[src/rtl/ifid_fetch_stage_if.sv]
// Fetch-stage bus: hazard/redirect controls and imem data into the stage,
// fetch address, IF/ID register contents and event counters out of it.
interface ifid_fetch_stage_if #(
  parameter int N = 32
);
  logic         stall;
  logic         flush;
  logic [N-1:0] branch_target;
  logic [N-1:0] imem_instr;
  logic [N-1:0] pc;
  logic [N-1:0] ifid_pc;
  logic [N-1:0] ifid_instr;
  logic         ifid_valid;
  logic [7:0]   stall_cnt;
  logic [7:0]   flush_cnt;

  // The fetch stage itself
  modport master (
    input  stall, flush, branch_target, imem_instr,
    output pc, ifid_pc, ifid_instr, ifid_valid, stall_cnt, flush_cnt
  );

  // Surrounding pipeline: hazard unit, EX redirect, instruction memory, decode
  modport slave (
    output stall, flush, branch_target, imem_instr,
    input  pc, ifid_pc, ifid_instr, ifid_valid, stall_cnt, flush_cnt
  );
endinterface

[src/rtl/ifid_fetch_stage.sv]
// Instruction fetch stage with PC register and IF/ID pipeline register.
// Redirect (flush) beats stall beats sequential advance. A flush inserts a
// NOP bubble; a stall freezes PC and IF/ID. Every output comes from a flop.
module ifid_fetch_stage #(
  parameter int           N        = 32,
  parameter logic [N-1:0] RESET_PC = 32'h0000_0000,
  parameter logic [N-1:0] NOP      = 32'h0000_0013
) (
  input  logic            clk,
  input  logic            rst_n,
  ifid_fetch_stage_if.master bus
);

  logic [N-1:0] pc_q, pc_d;
  logic [N-1:0] ifid_pc_q, ifid_pc_d;
  logic [N-1:0] ifid_instr_q, ifid_instr_d;
  logic         ifid_valid_q, ifid_valid_d;
  logic [7:0]   stall_cnt_q, stall_cnt_d;
  logic [7:0]   flush_cnt_q, flush_cnt_d;

  // Next-state selection: hold by default, then apply flush > stall > advance
  always_comb begin
    pc_d         = pc_q;
    ifid_pc_d    = ifid_pc_q;
    ifid_instr_d = ifid_instr_q;
    ifid_valid_d = ifid_valid_q;
    stall_cnt_d  = stall_cnt_q;
    flush_cnt_d  = flush_cnt_q;

    if (bus.flush) begin
      // Redirect targets are word aligned; the low bits are dropped outright
      pc_d         = {bus.branch_target[N-1:2], 2'b00};
      ifid_instr_d = NOP;
      ifid_pc_d    = '0;
      ifid_valid_d = 1'b0;
      flush_cnt_d  = (flush_cnt_q == 8'hFF) ? flush_cnt_q : flush_cnt_q + 8'd1;
    end else if (bus.stall) begin
      stall_cnt_d  = (stall_cnt_q == 8'hFF) ? stall_cnt_q : stall_cnt_q + 8'd1;
    end else begin
      // Natural wrap at the top of the address space is intended
      pc_d         = pc_q + N'(4);
      ifid_instr_d = bus.imem_instr;
      ifid_pc_d    = pc_q;
      ifid_valid_d = 1'b1;
    end
  end

  // State registers with asynchronous reset to the architectural reset state
  always_ff @(posedge clk or negedge rst_n) begin
    if (!rst_n) begin
      pc_q         <= RESET_PC;
      ifid_pc_q    <= '0;
      ifid_instr_q <= NOP;
      ifid_valid_q <= 1'b0;
      stall_cnt_q  <= 8'd0;
      flush_cnt_q  <= 8'd0;
    end else begin
      pc_q         <= pc_d;
      ifid_pc_q    <= ifid_pc_d;
      ifid_instr_q <= ifid_instr_d;
      ifid_valid_q <= ifid_valid_d;
      stall_cnt_q  <= stall_cnt_d;
      flush_cnt_q  <= flush_cnt_d;
    end
  end

  assign bus.pc         = pc_q;
  assign bus.ifid_pc    = ifid_pc_q;
  assign bus.ifid_instr = ifid_instr_q;
  assign bus.ifid_valid = ifid_valid_q;
  assign bus.stall_cnt  = stall_cnt_q;
  assign bus.flush_cnt  = flush_cnt_q;

endmodule
[src/flat_wrapper.sv]
// flat-port wrapper written by rule: the top's interface ports become plain ports
module ifid_fetch_stage_flat 
#(
  parameter int           N        = 32,
  parameter logic [N-1:0] RESET_PC = 32'h0000_0000,
  parameter logic [N-1:0] NOP      = 32'h0000_0013
)
  (clk, rst_n, bus_stall, bus_flush, bus_branch_target, bus_imem_instr, bus_pc, bus_ifid_pc, bus_ifid_instr, bus_ifid_valid, bus_stall_cnt, bus_flush_cnt);
  ifid_fetch_stage_if #(.N(N)) bus_i ();
  input  logic clk;
  input  logic rst_n;
  input wire logic [$bits(bus_i.stall)-1:0] bus_stall;
  input wire logic [$bits(bus_i.flush)-1:0] bus_flush;
  input wire logic [$bits(bus_i.branch_target)-1:0] bus_branch_target;
  input wire logic [$bits(bus_i.imem_instr)-1:0] bus_imem_instr;
  output wire logic [$bits(bus_i.pc)-1:0] bus_pc;
  output wire logic [$bits(bus_i.ifid_pc)-1:0] bus_ifid_pc;
  output wire logic [$bits(bus_i.ifid_instr)-1:0] bus_ifid_instr;
  output wire logic [$bits(bus_i.ifid_valid)-1:0] bus_ifid_valid;
  output wire logic [$bits(bus_i.stall_cnt)-1:0] bus_stall_cnt;
  output wire logic [$bits(bus_i.flush_cnt)-1:0] bus_flush_cnt;
  assign bus_i.stall = bus_stall;
  assign bus_i.flush = bus_flush;
  assign bus_i.branch_target = bus_branch_target;
  assign bus_i.imem_instr = bus_imem_instr;
  assign bus_pc = bus_i.pc;
  assign bus_ifid_pc = bus_i.ifid_pc;
  assign bus_ifid_instr = bus_i.ifid_instr;
  assign bus_ifid_valid = bus_i.ifid_valid;
  assign bus_stall_cnt = bus_i.stall_cnt;
  assign bus_flush_cnt = bus_i.flush_cnt;
  ifid_fetch_stage #(.N(N), .RESET_PC(RESET_PC), .NOP(NOP)) u_core (.clk(clk), .rst_n(rst_n), .bus(bus_i));
endmodule
[config.mk]
export PLATFORM = sky130hd
export DESIGN_NAME = ifid_fetch_stage_flat
export DESIGN_NICKNAME = d
export VERILOG_FILES = /design/src/rtl/ifid_fetch_stage_if.sv /design/src/rtl/ifid_fetch_stage.sv /design/src/flat_wrapper.sv
export SDC_FILE = /design/constraint.sdc
export NUM_CORES = 1
export LEC_CHECK = 0
export BUFFER_PORTS_ARGS = -buffer_cell sky130_fd_sc_hd__buf_2
export CAP_MARGIN = 30
export CORE_MARGIN = 3
export CORE_UTILIZATION = 54
export CTS_BUF_LIST = sky130_fd_sc_hd__clkbuf_8 sky130_fd_sc_hd__clkbuf_16
export DETAILED_ROUTE_END_ITERATION = 10
export PLACE_DENSITY = 0.86
export SLEW_MARGIN = 20
export SYNTH_ARGS = -nofsm -noshare
export SYNTH_HDL_FRONTEND = slang
export SYNTH_SLANG_ARGS = --single-unit
export TNS_END_PERCENT = 100
[constraint.sdc]
create_clock -name clk -period 4.06 [get_ports clk]
set_input_delay 0.812 -clock clk [delete_from_list [all_inputs] [get_ports clk]]
set_output_delay 0.812 -clock clk [all_outputs]
set_load 0.05 [all_outputs]
# After elaboration in Yosys (flattened, before gate mapping)
# Cells that the tools add are included.
# word_totals
ff_bits	113
out_inout_bits	113
# op_classes
n_bitwise	3
mux	8
add_sub_neg	3
n_eq_ne	3
reduce_logical	2
# op_table
op	n
2-to-1 mux 32 bit	6
adder 32 x 3 -> 32 bit, second input constant	1
adder 8 x 1 -> 8 bit, second input constant	2
equality test 8 bit, second input constant	2
inverter 1 bit	3
AND reduction 3 bit	1
2-to-1 mux 1 bit	2
!= test 2 x 1 -> 1 bit, second input constant	1
AND reduction 2 bit	1

# Depth between registers and ports, before layout
# logic_depth
word_depth	3
depth_mapped	7

# Worst setup path after synthesis
# Ideal clock, no wire load.
# synth_timing
path_type	input-to-reg
startpoint	input port bus_stall
endpoint	register u_core.pc_q[31] (netlist: u_core.bus.pc[31])
slack_ns	1.740
path_stages	5
setup_time_ns	0.082
arrival_ns	2.238
path_cell_list	buf_4 nand3b_4 or4_4 or4_1 a31oi_1
# synth_via
elab_chain_len	1
# synth_rtl
element	line	text
from (decl)	flat_wrapper.sv:12	input wire logic [$bits(bus_i.stall)-1:0] bus_stall;
!= test 2 x 1 -> 1 bit (no source line)	-	
to (signal assigned)	ifid_fetch_stage.sv:58	pc_q <= pc_d;
to (decl)	ifid_fetch_stage.sv:14	logic [N-1:0] pc_q, pc_d;
# No other way between the ends.
# A chain may end at the register's enable or synchronous reset.

# Worst setup path after layout
# layout_timing
startpoint	register u_core.pc_q[8] (netlist: u_core.bus.pc[8])
endpoint	register u_core.pc_q[28] (netlist: u_core.bus.pc[28])
# layout_via
elab_chain_len	3
# layout_rtl
element	line	text
adder 32 x 3 -> 32 bit	ifid_fetch_stage.sv:41	pc_d = pc_q + N'(4);
2-to-1 mux 32 bit	ifid_fetch_stage.sv:37	end else if (bus.stall) begin
2-to-1 mux 32 bit	ifid_fetch_stage.sv:30	if (bus.flush) begin
# No other way between the ends. The select of a mux whose other input is x is not followed.

==> flow_summary_export.csv <==
group,metric,value,unit
synthesis,ys.flop_type,"dfrtp_1",
worst_setup_path,cp_slowest_cell,"or4_1",
global_routing,grt_pass1_vias,4139,
sta,rsz0062_at_grt,"false",
route,via_per_inst,5.44,
worst_setup_path,cp.required,4.34,ns
synthesis,syn-instance-count,487,
placed_design,post-dp-hpwl,9290,um
hold_path,hold_class,"in2async",
layout,area_growth,21.9,%
sta,fmax,404,MHz
synthesis,synth_edf_count,0,
global_routing,grt_pass1_wl,20600,um
cts,post_cts_resized,0,
route,totalWireLength,12400,um
global_routing,overflow,0,
synthesis,ys_types,46,
sta,setup_tns,0,ns
synthesis,synth_area_leaders,"dfrtp_1, mux2i_1, nor2_1",
die,die_area,10700,um2
sta,holdWs,0.397,ns
cts,clock_sinks,110,
sta,slew_violations,0,
job,maxCapViolations,0,
power_and_ir_drop,power_switching,1.23,mW
route,dr.pass1.iters,4,
placed_design,gp_congestion,0.806,
synthesis,yosys_warnings,0,
global_routing,antenna_found_initial,0,
synthesis,netlist_area,5140,um2
sta,period_minus_slack,2.48,ns
cts,cts.clk_slew.worst_paths,0.11,ns
worst_setup_path,critPathMaxFanout,20,
global_routing,grt_max_degree,53,
power_and_ir_drop,power_density,467,nW/um2
route,drc,0,
layout,diodes,0,
sta,fin_crit_sh,0.610,
power_and_ir_drop,p_seq_frac,0.470,
sta,setup_viol,0,
placed_design,preCtsSetupSlack,1.22,ns
power_and_ir_drop,vdd_ir_drop_max,531,uV
synthesis,synth_common_cells,"dfrtp_1, nor2_1, mux2i_1",
cts,hold_buffers,0,
worst_setup_path,worstPathCellList,"and4_1 > nand4_1 > or4_1 > a31oi_1",
global_routing,grtUsageTotal,0.231,
die,pin_count,181,
route,wl_per_cell,15.9,um
cts,htreeDepth,3,
power_and_ir_drop,pwr-share-comb,0.321,
route,vias,4238,
power_and_ir_drop,p_total,2.93,mW
worst_setup_path,slowest_delay,0.72,ns
cts,clock_path_buffers,2,
sta,slew_headroom,0.451,
route,first_iter_violations,182,
die,design.core.area,8980,um2
cts,cts_tree,"built",
route,drtAntennaViolNets,0,
die,start_util,0.573,
cts,post_cts_buffers,0,
worst_setup_path,reg2reg_depth,4,
layout,nets,719,
sta,fin_ws,1.58,ns
worst_setup_path,start_kind,"flop",
synthesis,yosysMostFrequentCell,"dfrtp_1",
worst_setup_path,rrSetupSlack,1.58,ns
die,fp-row-count,34,
power_and_ir_drop,p_clk_frac,0.209,
power_and_ir_drop,p_leak,3.26,nW
synthesis,postSynth.asyncResetShare,1.00,
status,outcome,"complete, no violations",
layout,drive_gt1_frac,0.325,
cts,numCtsBuffers,9,
worst_setup_path,r2r-end,"u_core.bus.pc[28]$_DFFE_PN0N_",
power_and_ir_drop,p_int,1.70,mW
synthesis,synth_top_area_frac,0.521,
power_and_ir_drop,swShare,0.418,
cts,cts-root-buf,"clkbuf_8",
worst_setup_path,arrival,2.76,ns
synthesis,ys_ff_latch,110,
worst_setup_path,timing.rr.start,"u_core.bus.pc[8]$_DFFE_PN0N_",
worst_setup_path,critPathCaptureType,"flop",
worst_setup_path,crit_type,"reg2reg",
synthesis,syn-mean-instance-area,10.6,um2
sta,hold_violations,0,
cts,clock_latency,0.36,ns
placed_design,io_buffer_count,176,
sta,max_slew.worst_pin.slew,0.817,ns
sta,finalClockSkew,0.0127,ns
synthesis,synth_seq_area_share,0.536,
synthesis,synth_top_area_cell,"dfrtp_1",
die,die_width,104,um
die,die_h,104,um
-- per-stage QoR --
stage	cells	util	instance area [um2]
after floorplan	488	-	5150
after global placement	761	0.674	6050
after detailed placement	762	0.677	6070
after CTS	778	0.697	6250
after global routing	779	0.698	6270
final	779	0.698	6270
-- flip-flops by register name, indices dropped and copies added, names as in the netlist --
signal and count:
u_core.bus.flush_cnt 8, u_core.bus.ifid_instr 32, u_core.bus.ifid_pc 31, u_core.bus.ifid_valid 1, u_core.bus.pc 30, u_core.bus.stall_cnt 8
-- worst max-delay path, delay by kind of cell, from the launching register on --
kind / cells / cell delay [ns]
AOI/OAI and AO/OA: 1 / 0.19
DFF: 1 / 0.51
and+or+nand+nor: 3 / 1.69
-- power groups by stage --
stage	Combinational (mW)	Clock, mW	Sequential, mW
2_1_floorplan	0.250	0	1.82
3_3_place_gp	0.925	0	1.38
3_5_place_dp	0.948	0	1.39
4_1_cts	0.947	0.628	1.37
5_1_grt	1.00	0.673	1.40
6_report	0.940	0.613	1.38
-- metal layers --
layer	share of wire	track usage	wire [um]
met5	0	0	0
met2	0.48	0.381	5990
met1	0.43	0.316	5370
met3	0.068	0.0466	837
met4	0.016	0.0636	194
-- worst max path at each step --
stage | start | endpoint | slack [ns] | depth (start not counted)
after global routing | u_core.bus.pc[8]$_DFFE_PN0N_ | u_core.bus.pc[28]$_DFFE_PN0N_ | 1.43 | 4
after floorplan | bus_stall | u_core.bus.pc[31]$_DFFE_PN0N_ | 1.74 | 5
after detailed placement | bus_flush | u_core.bus.pc[20]$_DFFE_PN0N_ | 1.22 | 4
after CTS | bus_flush | u_core.bus.pc[20]$_DFFE_PN0N_ | 1.61 | 4
final | u_core.bus.pc[8]$_DFFE_PN0N_ | u_core.bus.pc[28]$_DFFE_PN0N_ | 1.58 | 4
after global placement | bus_flush | u_core.bus.pc[18]$_DFFE_PN0N_ | 1.26 | 4
-- kinds of logic (layout without fill, tap and decap cells) --
kind of cell,after synthesis,count (layout),synth area share
buffers and inverters,40,205,0.0394
muxes,65,65,0.127
other,1,2,0.000729
DFF,110,110,0.536
xor gates and xnor gates,23,23,0.0392
AOI/OAI and AO/OA,50,50,0.0628
and+or+nand+nor,195,195,0.188
adders and majority gates,3,3,0.00730
-- layout make-up --
type                    instances  area [um2]
clock buffers                   9         124
clock inverters                 7        55.1
fillers                       712        2710
inverters                       6        22.5
multi-input cells             338        2190
flip-flops and latches        110        2760
well taps                     126         158
repair buffers                183         966
-- placed cells by master, fill, tap and decap left out, types with 6 or more instances in the layout --
cell type,netlist,layout
and2_1,6,6
xnor2_1,6,6
xor2_1,17,17
nand4_1,15,15
nand3_1,15,15
nor2_1,79,79
or4_1,10,10
buf_4,5,7
o21ai_0,16,16
nand2_1,39,39
buf_2,7,174
dfrtp_1,107,107
mux2i_1,63,63
and3_1,6,6
clkbuf_8,0,9
a31oi_1,15,15
o31ai_1,10,10
No activity file was read; power rests on OpenSTA's default activity.
